--- config.mk ---
export PLATFORM = sky130hd
export DESIGN_NAME = tick_gen
export DESIGN_NICKNAME = d
export VERILOG_FILES = /design/src/rtl/tick_gen_pkg.sv /design/src/rtl/tick_chan.sv /design/src/rtl/tick_gen.sv
export SDC_FILE = /design/constraint.sdc
export NUM_CORES = 1
export LEC_CHECK = 0
export BUFFER_PORTS_ARGS = -buffer_cell sky130_fd_sc_hd__buf_2
export CAP_MARGIN = 20
export CORE_MARGIN = 2
export CORE_UTILIZATION = 60
export CTS_BUF_LIST = sky130_fd_sc_hd__clkbuf_16
export CTS_CLUSTER_SIZE = 10
export DETAILED_ROUTE_END_ITERATION = 10
export HOLD_SLACK_MARGIN = 0.05
export PLACE_DENSITY_LB_ADDON = 0.3
export SYNTH_ARGS = -nofsm -noshare
export SYNTH_HDL_FRONTEND = slang
export SYNTH_SLANG_ARGS = --single-unit
--- constraint.sdc ---
create_clock -name clk_100mhz -period 10.9 [get_ports clk_100mhz]
set_input_delay 0.545 -clock clk_100mhz [delete_from_list [all_inputs] [get_ports clk_100mhz]]
set_output_delay 0.545 -clock clk_100mhz [all_outputs]
set_load 0.01 [all_outputs]
--- src/rtl/tick_gen_pkg.sv ---
// Shared clock-rate constants and divisor helpers for the tick generator family.
// No timing or backpressure here; it holds constants only.
package tick_gen_pkg;

   localparam int unsigned CLK_FREQ_HZ = 100_000_000;
   localparam int          DEF_CNT_W   = 32;

   // Divisor giving one tick per period of rate_hz at the core clock rate.
   function automatic int unsigned rate_div(input int unsigned rate_hz);
      return CLK_FREQ_HZ / rate_hz;
   endfunction

   localparam int unsigned DIV_1HZ   = rate_div(1);
   localparam int unsigned DIV_2HZ   = rate_div(2);
   localparam int unsigned DIV_4HZ   = rate_div(4);
   localparam int unsigned DIV_500HZ = rate_div(500);

endpackage

--- src/rtl/tick_chan.sv ---
// One tick channel: divisor register plus wrap counter; first tick N edges after load/sync/reset.
// No backpressure: en only pauses the count. Square output exists under TICK_GEN_SQUARE_EN.
module tick_chan
   import tick_gen_pkg::*;
#(
   parameter int          CNT_W   = DEF_CNT_W,
   parameter int unsigned RST_DIV = DIV_1HZ
)(
   input  logic             clk_100mhz,
   input  logic             rst,
   input  logic             en,
   input  logic [CNT_W-1:0] div,
   input  logic             load,
   input  logic             sync,
`ifdef TICK_GEN_SQUARE_EN
   output logic             sq,
`endif
   output logic             tick
);

   localparam logic [CNT_W-1:0] RST_VAL = CNT_W'(RST_DIV);
   localparam logic [CNT_W-1:0] ONE     = CNT_W'(1);

   logic [CNT_W-1:0] div_r;
   logic [CNT_W-1:0] cnt;
   logic [CNT_W-1:0] div_last;
   logic             wrap;

   // A zero divisor is treated as one, so the terminal count is never negative.
   assign div_last = (div_r == '0) ? '0 : (div_r - ONE);
   assign wrap     = (cnt >= div_last);

   always_ff @(posedge clk_100mhz) begin
      if (rst) begin
         div_r <= RST_VAL;
         cnt   <= '0;
         tick  <= 1'b0;
`ifdef TICK_GEN_SQUARE_EN
         sq    <= 1'b0;
`endif
      end else if (load || sync) begin
         if (load) begin
            div_r <= div;
         end
         cnt   <= '0;
         tick  <= 1'b0;
`ifdef TICK_GEN_SQUARE_EN
         sq    <= 1'b0;
`endif
      end else if (en) begin
         if (wrap) begin
            cnt  <= '0;
            tick <= 1'b1;
`ifdef TICK_GEN_SQUARE_EN
            sq   <= ~sq;
`endif
         end else begin
            cnt  <= cnt + ONE;
            tick <= 1'b0;
         end
      end else begin
         tick <= 1'b0;
      end
   end

endmodule

--- src/rtl/tick_gen.sv ---
// Bank of NUM_CH independent programmable tick channels sharing clock, reset and sync; registered outputs.
// No backpressure; optional square-wave outputs sq_o are built only when TICK_GEN_SQUARE_EN is defined.
module tick_gen
   import tick_gen_pkg::*;
#(
   parameter int          NUM_CH  = 4,
   parameter int          CNT_W   = DEF_CNT_W,
   parameter int unsigned RST_DIV = DIV_1HZ
)(
   input  logic                    clk_100mhz,
   input  logic                    rst,
   input  logic [NUM_CH-1:0]       en_i,
   input  logic [NUM_CH*CNT_W-1:0] div_i,
   input  logic [NUM_CH-1:0]       load_i,
   input  logic                    sync_i,
`ifdef TICK_GEN_SQUARE_EN
   output logic [NUM_CH-1:0]       sq_o,
`endif
   output logic [NUM_CH-1:0]       tick_o
);

   for (genvar i = 0; i < NUM_CH; i++) begin : g_ch
      tick_chan #(
         .CNT_W   (CNT_W),
         .RST_DIV (RST_DIV)
      ) u_chan (
         .clk_100mhz (clk_100mhz),
         .rst        (rst),
         .en         (en_i[i]),
         .div        (div_i[i*CNT_W +: CNT_W]),
         .load       (load_i[i]),
         .sync       (sync_i),
`ifdef TICK_GEN_SQUARE_EN
         .sq         (sq_o[i]),
`endif
         .tick       (tick_o[i])
      );
   end

endmodule
# Word level (Yosys, flattened, before mapping)
# Index checks and enable logic that the tools add are counted.
# classes
n_addsub	8
magnitude_cmp	4
muxes	12
n_bitwise	4
reduce_logical	20
# op_table
cell	n
32-bit 2-to-1 mux	8
32-bit by 1-bit adder with 32-bit output (second input constant)	4
32-bit greater-or-equal comparator	4
32-bit zero test	4
32-bit by 1-bit subtractor with 32-bit output (second input constant)	4
3-bit OR reduction	4
2-bit AND reduction	4
2-bit OR reduction	4
1-bit logical OR	4
1-bit 2-to-1 mux	4
1-bit inverter	4
# totals
reg_bits	260
inputBits	139
output_inout_bits	4
wordCells	60

# Longest topological paths before layout
# Gate-level depths: netlist (run 1).
# logic_depth
word_depth	4
ltp_mapped	17
depth_no_buf	15

# Hierarchy
# Synthesis (run 1) repeated with hierarchy kept, for this count alone.
# unflattened
hier_cells	1913
area_unflattened_um2	15941.5
# by_module_without_submodules
mod	instances	cells_per_inst	area_per_inst_um2	seq_area_each_um2
tick_chan (g_ch[0].u_chan ...)	3	476	3968.8	1301.2
tick_chan (g_ch[1].u_chan)	1	485	4035.1	1301.2

# Worst setup path after synthesis (run 1)
# No wires, ideal clock.
# synth_timing
path_type	reg-to-reg
start	register g_ch[3].u_chan.div_r[21]
end	register g_ch[3].u_chan.cnt[2]
setup_ns	0.092
arrival_ns	3.636
required_time_ns	10.808
slack_ns	7.172
stages_incl_launch_ff	15
n_path_buf	1
synth_period_minus_slack_ns	3.728
cell_sequence	dfxtp_1 -> or4_4 -> or4_4 -> nor4_4 -> and3_2 -> nor3_1 -> a21oi_1 -> ha_1 -> a21oi_1 -> nand2_1 -> a221o_1 -> a211o_1 -> o21a_1 -> clkbuf_1 -> nor4_1
# synth_between
elab_chain_len	4
word_cells_on_any_way	5
classes_between	1 x add/sub; 1 x order compare; 2 x mux; 1 x reduce/logical
# synth_rtl
element	line_no	rtl
start: declaration	tick_chan.sv:24	logic [CNT_W-1:0] div_r;
start signal: assignment	tick_chan.sv:43	div_r <= div;
32-bit by 1-bit subtractor with 32-bit output / 32-bit zero test (equally long branches)	tick_chan.sv:30	assign div_last = (div_r == '0) ? '0 : (div_r - ONE);
32-bit 2-to-1 mux *	tick_chan.sv:30	
32-bit greater-or-equal comparator *	tick_chan.sv:31	assign wrap = (cnt >= div_last);
32-bit 2-to-1 mux *	tick_chan.sv:51	if (wrap) begin
end signal: assignment	tick_chan.sv:58	cnt <= cnt + ONE;
end: declaration	tick_chan.sv:25	logic [CNT_W-1:0] cnt;
# Mark *: on every way between the ends. The rest lies on a longest branch, timed or not.
# A chain may end at the register's enable or synchronous reset.

# Worst setup path after layout (run 1)
# layout_timing
start	register g_ch[1].u_chan.div_r[24]
end	register g_ch[1].u_chan.cnt[28]
# layout_between
elab_chain_len	4
word_cells_on_any_way	5
classes_between	1 x add/sub; 1 x order compare; 2 x mux; 1 x reduce/logical
# layout_rtl
element	line_no
start: declaration	tick_chan.sv:24
start signal: assignment	tick_chan.sv:43
32-bit by 1-bit subtractor with 32-bit output / 32-bit zero test (equally long branches)	tick_chan.sv:30
32-bit 2-to-1 mux *	tick_chan.sv:30
32-bit greater-or-equal comparator *	tick_chan.sv:31
32-bit 2-to-1 mux *	tick_chan.sv:51
end signal: assignment	tick_chan.sv:58
end: declaration	tick_chan.sv:25
# Marked as above.

==> metrics, run 1 <==
outcome=finished clean; average wire per cell in the routed design=15.7 µm; Post-Synthesis Cell Area=16,100 µm²; Layout Utilization=67.0%; Worst-path clk slew=0.06 ns; total I/O pin count=143; launching element type of the critical path=flop; Filler cells=2,206; worst reg2reg endpoint=g_ch[1].u_chan.cnt[28]; kind of path behind the tightest hold check=input pin to flop; largest net degree at the start of global routing=72; count of max-cap constraint violations=0; type of element capturing the critical path=flop; Setup violations, final=0; worst r2r path cells=12; FF-to-FF Start=g_ch[1].u_chan.div_r[24]; remaining routing DRC violations=0; Max stage delay on crit path=0.97 ns; vias per inst=5.83; cell count after synthesis=1,945; post-synth net total=2,224; TritonCTS clock tree=yes; HPWL after DPL=28,100 µm; post-cts gate resize count=0; number of synthesized flops with an enable pin=0; cell repeated most along the worst path=nand4_1; Congestion Overflow GR=0; Yosys cell types=65; Chip Width=168 µm; post-synthesis register bit count=260; GRT Overall Usage=26.1%; tightest slew margin relative to the limit=24.4%; Worst Skew=0.00998 ns; Final ANT Viol Nets=0; critical path data arrival time=5.25 ns; most common library cell in the layout ignoring fill and taps=dfxtp_1; prevailing post-synth register cell=dfxtp_1; sum of negative setup slack=0 ns; hold_sp=div_i[14]; Die Area=28,200 µm²; Antenna diodes=0; layout cells sized above 1=10.5%; setup repair after global routing missed its margin=false; site row count=60; share of synthesized flip-flops with an asynchronous set or reset=0%; clock period minus final worst setup slack=4.78 ns; Slew Limit Fails=0; sequential element share of the synthesized area=32.3%; worst vdd rail ir drop=0.000116 V; Worst Hold End=g_ch[0].u_chan.div_r[14]; Detailed Route WL=37,500 µm; wire length of the first global-routing pass=62,800 µm; number of sinks driven by the clock tree=260; pwr/cell area=120 nW/µm²; via count of the first global-routing pass=13,168; latest clock arrival within the worst-skew pair=0.55 ns; Inserted Clock Buffers=30; vertical extent of the die=168 µm; final layout net count=2,327; number of antenna violations at the first check in global routing=0; maximum operating frequency=209 MHz; Core Box Area=26,700 µm²; quantity of hold-fixing buffers added after cts=0; Port-buffer cells=142; post-synthesis to final-layout area growth=10.7%; number of buffers between clock root and the deepest sink=3; series of cell instances along the critical path=or4_1 -> nor4_1 -> nand4_1 -> a31oi_1 -> ha_1 -> nand4_1 -> nor3_1 -> a221o_1 -> o21ai_0 -> nand3_1 -> buf_16 -> nor2_1; number of buffers inserted to repair setup after CTS=0; first-pass iteration count of the detailed router=5; register-to-register path setup slack=6.12 ns; number of H-tree levels=1; number of DRC violations after detailed-routing iteration 0=842; Hold Vio Cnt, Final=0; cell chosen for the clock root=clkbuf_16; share of the cycle needed by the critical path after routing=43.8%; pin slew with the least headroom to its limit=1.13 ns; most used cells in the layout excluding fill and tap cells=dfxtp_1, nand2_1, nor2_1; yosys synthesis warning count=0; cell with the largest stage delay on the worst path=nand4_1; mean area per synthesized cell=8.29 µm²; global placer's final weighted congestion=0.912; initial cell density of the core=60.5%; Critical Path Fanout Max=25; final hold slack=0.198 ns; total leakage power=7.72 nW; Worst Hold Depth=2; Req. time, crit path=11.38 ns; worst setup path class=flop to flop; total via count in the routed design=13,956
==> worst max-delay path by stage <==
stage                     cells after the start                      to                     start
after floorplan                              14   g_ch[3].u_chan.cnt[2]  g_ch[3].u_chan.div_r[21]
after global routing                         12  g_ch[1].u_chan.cnt[19]  g_ch[1].u_chan.div_r[24]
after detailed placement                     11  g_ch[1].u_chan.cnt[28]  g_ch[1].u_chan.div_r[24]
after CTS                                    11  g_ch[1].u_chan.cnt[28]  g_ch[1].u_chan.div_r[24]
after global placement                       11  g_ch[1].u_chan.cnt[14]  g_ch[1].u_chan.div_r[24]
final                                        12  g_ch[1].u_chan.cnt[28]  g_ch[1].u_chan.div_r[24]
==> layer usage <==
metal | share of wire [%] | global-route usage, % | vias up
met3 | 3.7 | 3.08 | 75
met5 | 0 | 0 | -
met2 | 47 | 44.8 | 285
met4 | 2.8 | 7.67 | 0
li1 | - | - | 7040
met1 | 46 | 34.5 | 6556
==> final cells by class <==
type | instances | area (µm²) | share of cell area [%]
multi-input combinational | 1583 | 10500 | 58.7
tap | 341 | 427 | 2.39
clock inverter | 7 | 27.5 | 0.154
timing repair buffer | 153 | 856 | 4.79
inverter | 20 | 75.1 | 0.420
clock buffer | 31 | 776 | 4.34
sequential | 260 | 5200 | 29.1
==> Yosys cell counts, drive strengths merged (25+ instances only) <==
cell,instances,area share [%]
a211o,50,2.7
a21oi,62,1.9
and3,25,0.98
buf,25,0.89
clkbuf,57,1.3
dfxtp,260,32
ha,140,11
mux2i,84,5.2
nand2,254,5.9
nand3,84,2.6
nand4,63,2.4
nor2,249,5.8
nor2b,49,1.9
nor3,80,2.5
nor4,39,2.0
o21ai,31,0.96
xnor2,96,5.2
xor2,117,6.4
==> sequential cells by signal (all words and copies together) (netlist names) <==
name,flops
g_ch.u_chan.cnt,128
g_ch.u_chan.div_r,128
g_ch.u_chan.tick,4
==> metrics by stage <==
| stage | cell area, µm² | std cells | setup WS (ns) | power [W] |
|---|---|---|---|---|
| 2_1_floorplan | 16100 | 1945 | 7.17 | 0.00122 |
| 3_3_place_gp | 17000 | 2353 | 6.03 | 0.00129 |
| 3_5_place_dp | 17000 | 2353 | 5.80 | 0.00130 |
| 4_1_cts | 17800 | 2391 | 5.77 | 0.00216 |
| 5_1_grt | 17900 | 2395 | 5.87 | 0.00224 |
| 6_report | 17900 | 2395 | 6.12 | 0.00215 |
==> worst max-delay path, delay by kind of cell (launching register included) <==
kind	cells	cell delay, ns
and+or+nand+nor	7	2.77
AOI/OAI and AO/OA	3	1.03
DFF	1	0.34
adders and majority gates	1	0.29
buffers and inverters	1	0.27
==> where the power goes <==
| group | total, W | leakage [nW] | internal, W | switching [W] |
|---|---|---|---|---|
| registers | 0.00102 | 2.12 | 0.000982 | 0.0000407 |
| logic | 0.000259 | 5.19 | 0.000120 | 0.000139 |
| clock network | 0.000864 | 0.414 | 0.000496 | 0.000368 |
==> cell families (layout without fill, tap and decap cells) <==
| kind of cell | Yosys count | in the layout | synth area share (%) |
|---|---|---|---|
| xor+xnor | 213 | 213 | 11.6 |
| simple gates | 952 | 952 | 29.1 |
| mux | 84 | 84 | 5.21 |
| fa+ha+maj | 140 | 140 | 10.9 |
| buf+inv | 102 | 211 | 2.69 |
| flops | 260 | 260 | 32.3 |
| compound gates | 194 | 194 | 8.24 |
Note: power is estimated with default switching activity, not from simulation.
==> run 2: changes to the inputs <==
clock period = 4.95 ns   (was 10.9 ns; I/O delays follow)
==> run 2 against run 1 <==
Against the previous run:
- setup slack lost 5.6 ns
- combinational power grew to 2.6 times the previous value
- critical path depth grew 3
- first-iteration DRC count increased by 40%
- via count rose by 6.5%
- count of clock-buffer cells in the layout down 1
- register-to-register slack worse by 5.6 ns
- clock skew is 0.0071 ns higher
- highest routed layer is now met5
==> metrics, run 2 (synthesis results as in run 1) <==
outcome=finished clean; Worst-path clk slew=0.06 ns (about the same); Slew Limit Fails=0 (unchanged); Final ANT Viol Nets=0 (unchanged); post-detailed-placement cell area=17,000 µm² (+0.35%); number of H-tree levels=1 (unchanged); Die Area=28,200 µm² (unchanged); latest clock arrival within the worst-skew pair=0.56 ns (about the same); worst-case setup margin in the final layout=0.534 ns (-5.59 ns); cell chosen for the clock root=clkbuf_16; clock period minus final worst setup slack=4.42 ns (-0.362 ns); total via count in the routed design=14,859 (+6.5%); critical path data arrival time=4.92 ns (-0.33 ns); total I/O pin count=143 (unchanged); post-synthesis to final-layout area growth=19.2%; number of DRC violations after detailed-routing iteration 0=1,177 (+40%); Setup violations, final=0 (unchanged); GRT Overall Usage=30.0% (+3.9 points); vertical extent of the die=168 µm (unchanged); Congestion Overflow GR=0 (unchanged); total leakage power=8.30 nW (+7.5%); wire length of the first global-routing pass=70,800 µm (+13%); Detailed Route WL=43,300 µm (+15%); TritonCTS clock tree=yes; initial cell density of the core=60.5% (unchanged); site row count=60 (unchanged); registers with the most flip-flops=g_ch.u_chan.cnt x128, g_ch.u_chan.div_r x128, g_ch.u_chan.tick x4; final layout net count=2,468 (+6.1%); Worst Skew=0.0171 ns (+0.00707 ns); sum of negative setup slack=0 ns (unchanged); global placer's final weighted congestion=0.858 (-5.9%); vias per inst=5.86 (+0.51%); final design area excluding fillers=19,200 µm² (+7.6%); pin slew with the least headroom to its limit=1.04 ns (-0.0975 ns); via count of the first global-routing pass=14,542 (+10%); worst vdd rail ir drop=0.000289 V (+150%); Core Box Area=26,700 µm² (unchanged); most used cells in the layout excluding fill and tap cells=dfxtp_1, nand2_1, nor2_1; average wire per cell in the routed design=17.1 µm (+9.0%); Critical Path Fanout Max=30 (+20%); largest net degree at the start of global routing=64 (-11%); tightest slew margin relative to the limit=30.3% (+5.9 points); launching element type of the critical path=flop; number of buffers between clock root and the deepest sink=3 (unchanged); count of max-cap constraint violations=0 (unchanged); pwr/cell area=252 nW/µm² (+110%); Chip Width=168 µm (unchanged); maximum operating frequency=226 MHz (+8.2%); Port-buffer cells=142 (unchanged); Req. time, crit path=5.45 ns (-5.93 ns); number of sinks driven by the clock tree=260 (unchanged); type of element capturing the critical path=flop; worst-case setup slack after placement=0.335 ns (-5.46 ns); remaining routing DRC violations=0 (unchanged); layout cells sized above 1=10.2% (-0.31 points); first-pass iteration count of the detailed router=5 (unchanged); setup repair after global routing missed its margin=false; Inserted Clock Buffers=30 (unchanged); most common library cell in the layout ignoring fill and taps=dfxtp_1; share of the cycle needed by the critical path after routing=89.2% (+45 points); kind of path behind the tightest hold check=input pin to flop; HPWL after DPL=28,400 µm (+1.1%); worst setup path class=flop to flop; number of antenna violations at the first check in global routing=2 (+2); Hold Vio Cnt, Final=0 (unchanged)
==> run 2: per-layer routing <==
metal,GRT usage [%],up-vias,wire length (µm)
li1,-,7330,-
met1,36.8,6939,18300
met2,53.1,434,21200
met3,4.30,154,2030
met4,11.9,2,1700
met5,0,-,13
==> run 2: critical path, stage by stage, from the launching register on <==
cell,delay (ns)
dfxtp_1,0.38
nor4_2,0.45
nand3b_1,0.20
or3_1,0.38
or3_1,0.61
buf_4,0.29
nor3b_1,0.16
a21oi_2,0.12
ha_1,0.16
nand4_1,0.16
nor4_2,0.39
nand2_1,0.11
a31oi_1,0.30
o21a_1,0.16
buf_4,0.31
and2_1,0.18
==> run 2: power breakdown <==
part           switching, W  internal (W)
Combinational      0.000341      0.000337
Sequential        0.0000971       0.00216
Clock              0.000848       0.00107
==> run 2: final cells by class <==
type / instances / area (µm²)
diodes: 1 / 2.50
flip-flops and latches: 260 / 5200
clock buffers: 30 / 751
multi-input cells: 1583 / 10500
inverters: 20 / 75.1
well taps: 341 / 427
repair buffers: 294 / 2210
clock inverters: 8 / 43.8
fillers: 1973 / 7440
==> run 2: what timing repair did <==
item,4_1_cts,5_1_grt
resized for setup,0,2
endpoints found under the setup margin,0,58
buffers inserted,0,0
hold buffers,135,0
hold endpoints to repair,138,0
==> run 2: final timing paths <==
kind / end / startpoint / cells past startpoint / slack [ns]
hold reg to reg: g_ch[3].u_chan.cnt[0] / g_ch[3].u_chan.cnt[0] / 2 / 0.52
setup reg to reg: g_ch[2].u_chan.tick / g_ch[2].u_chan.div_r[21] / 15 / 0.53
setup / recovery: g_ch[2].u_chan.tick / g_ch[2].u_chan.div_r[21] / 15 / 0.53
hold / removal: g_ch[2].u_chan.div_r[19] / rst / 2 / 0.08
==> run 2: through the flow <==
stage                     power (W)  std cells  hold slack (ns)  util, %
final                       0.00485       2537           0.0812     72.1
after global routing        0.00503       2537           0.0717     72.1
after CTS                   0.00483       2534           0.0507     71.9
after detailed placement    0.00286       2361            0.455     63.9
after global placement      0.00284       2361            0.449     63.9
after floorplan             0.00268       1945            0.365        -
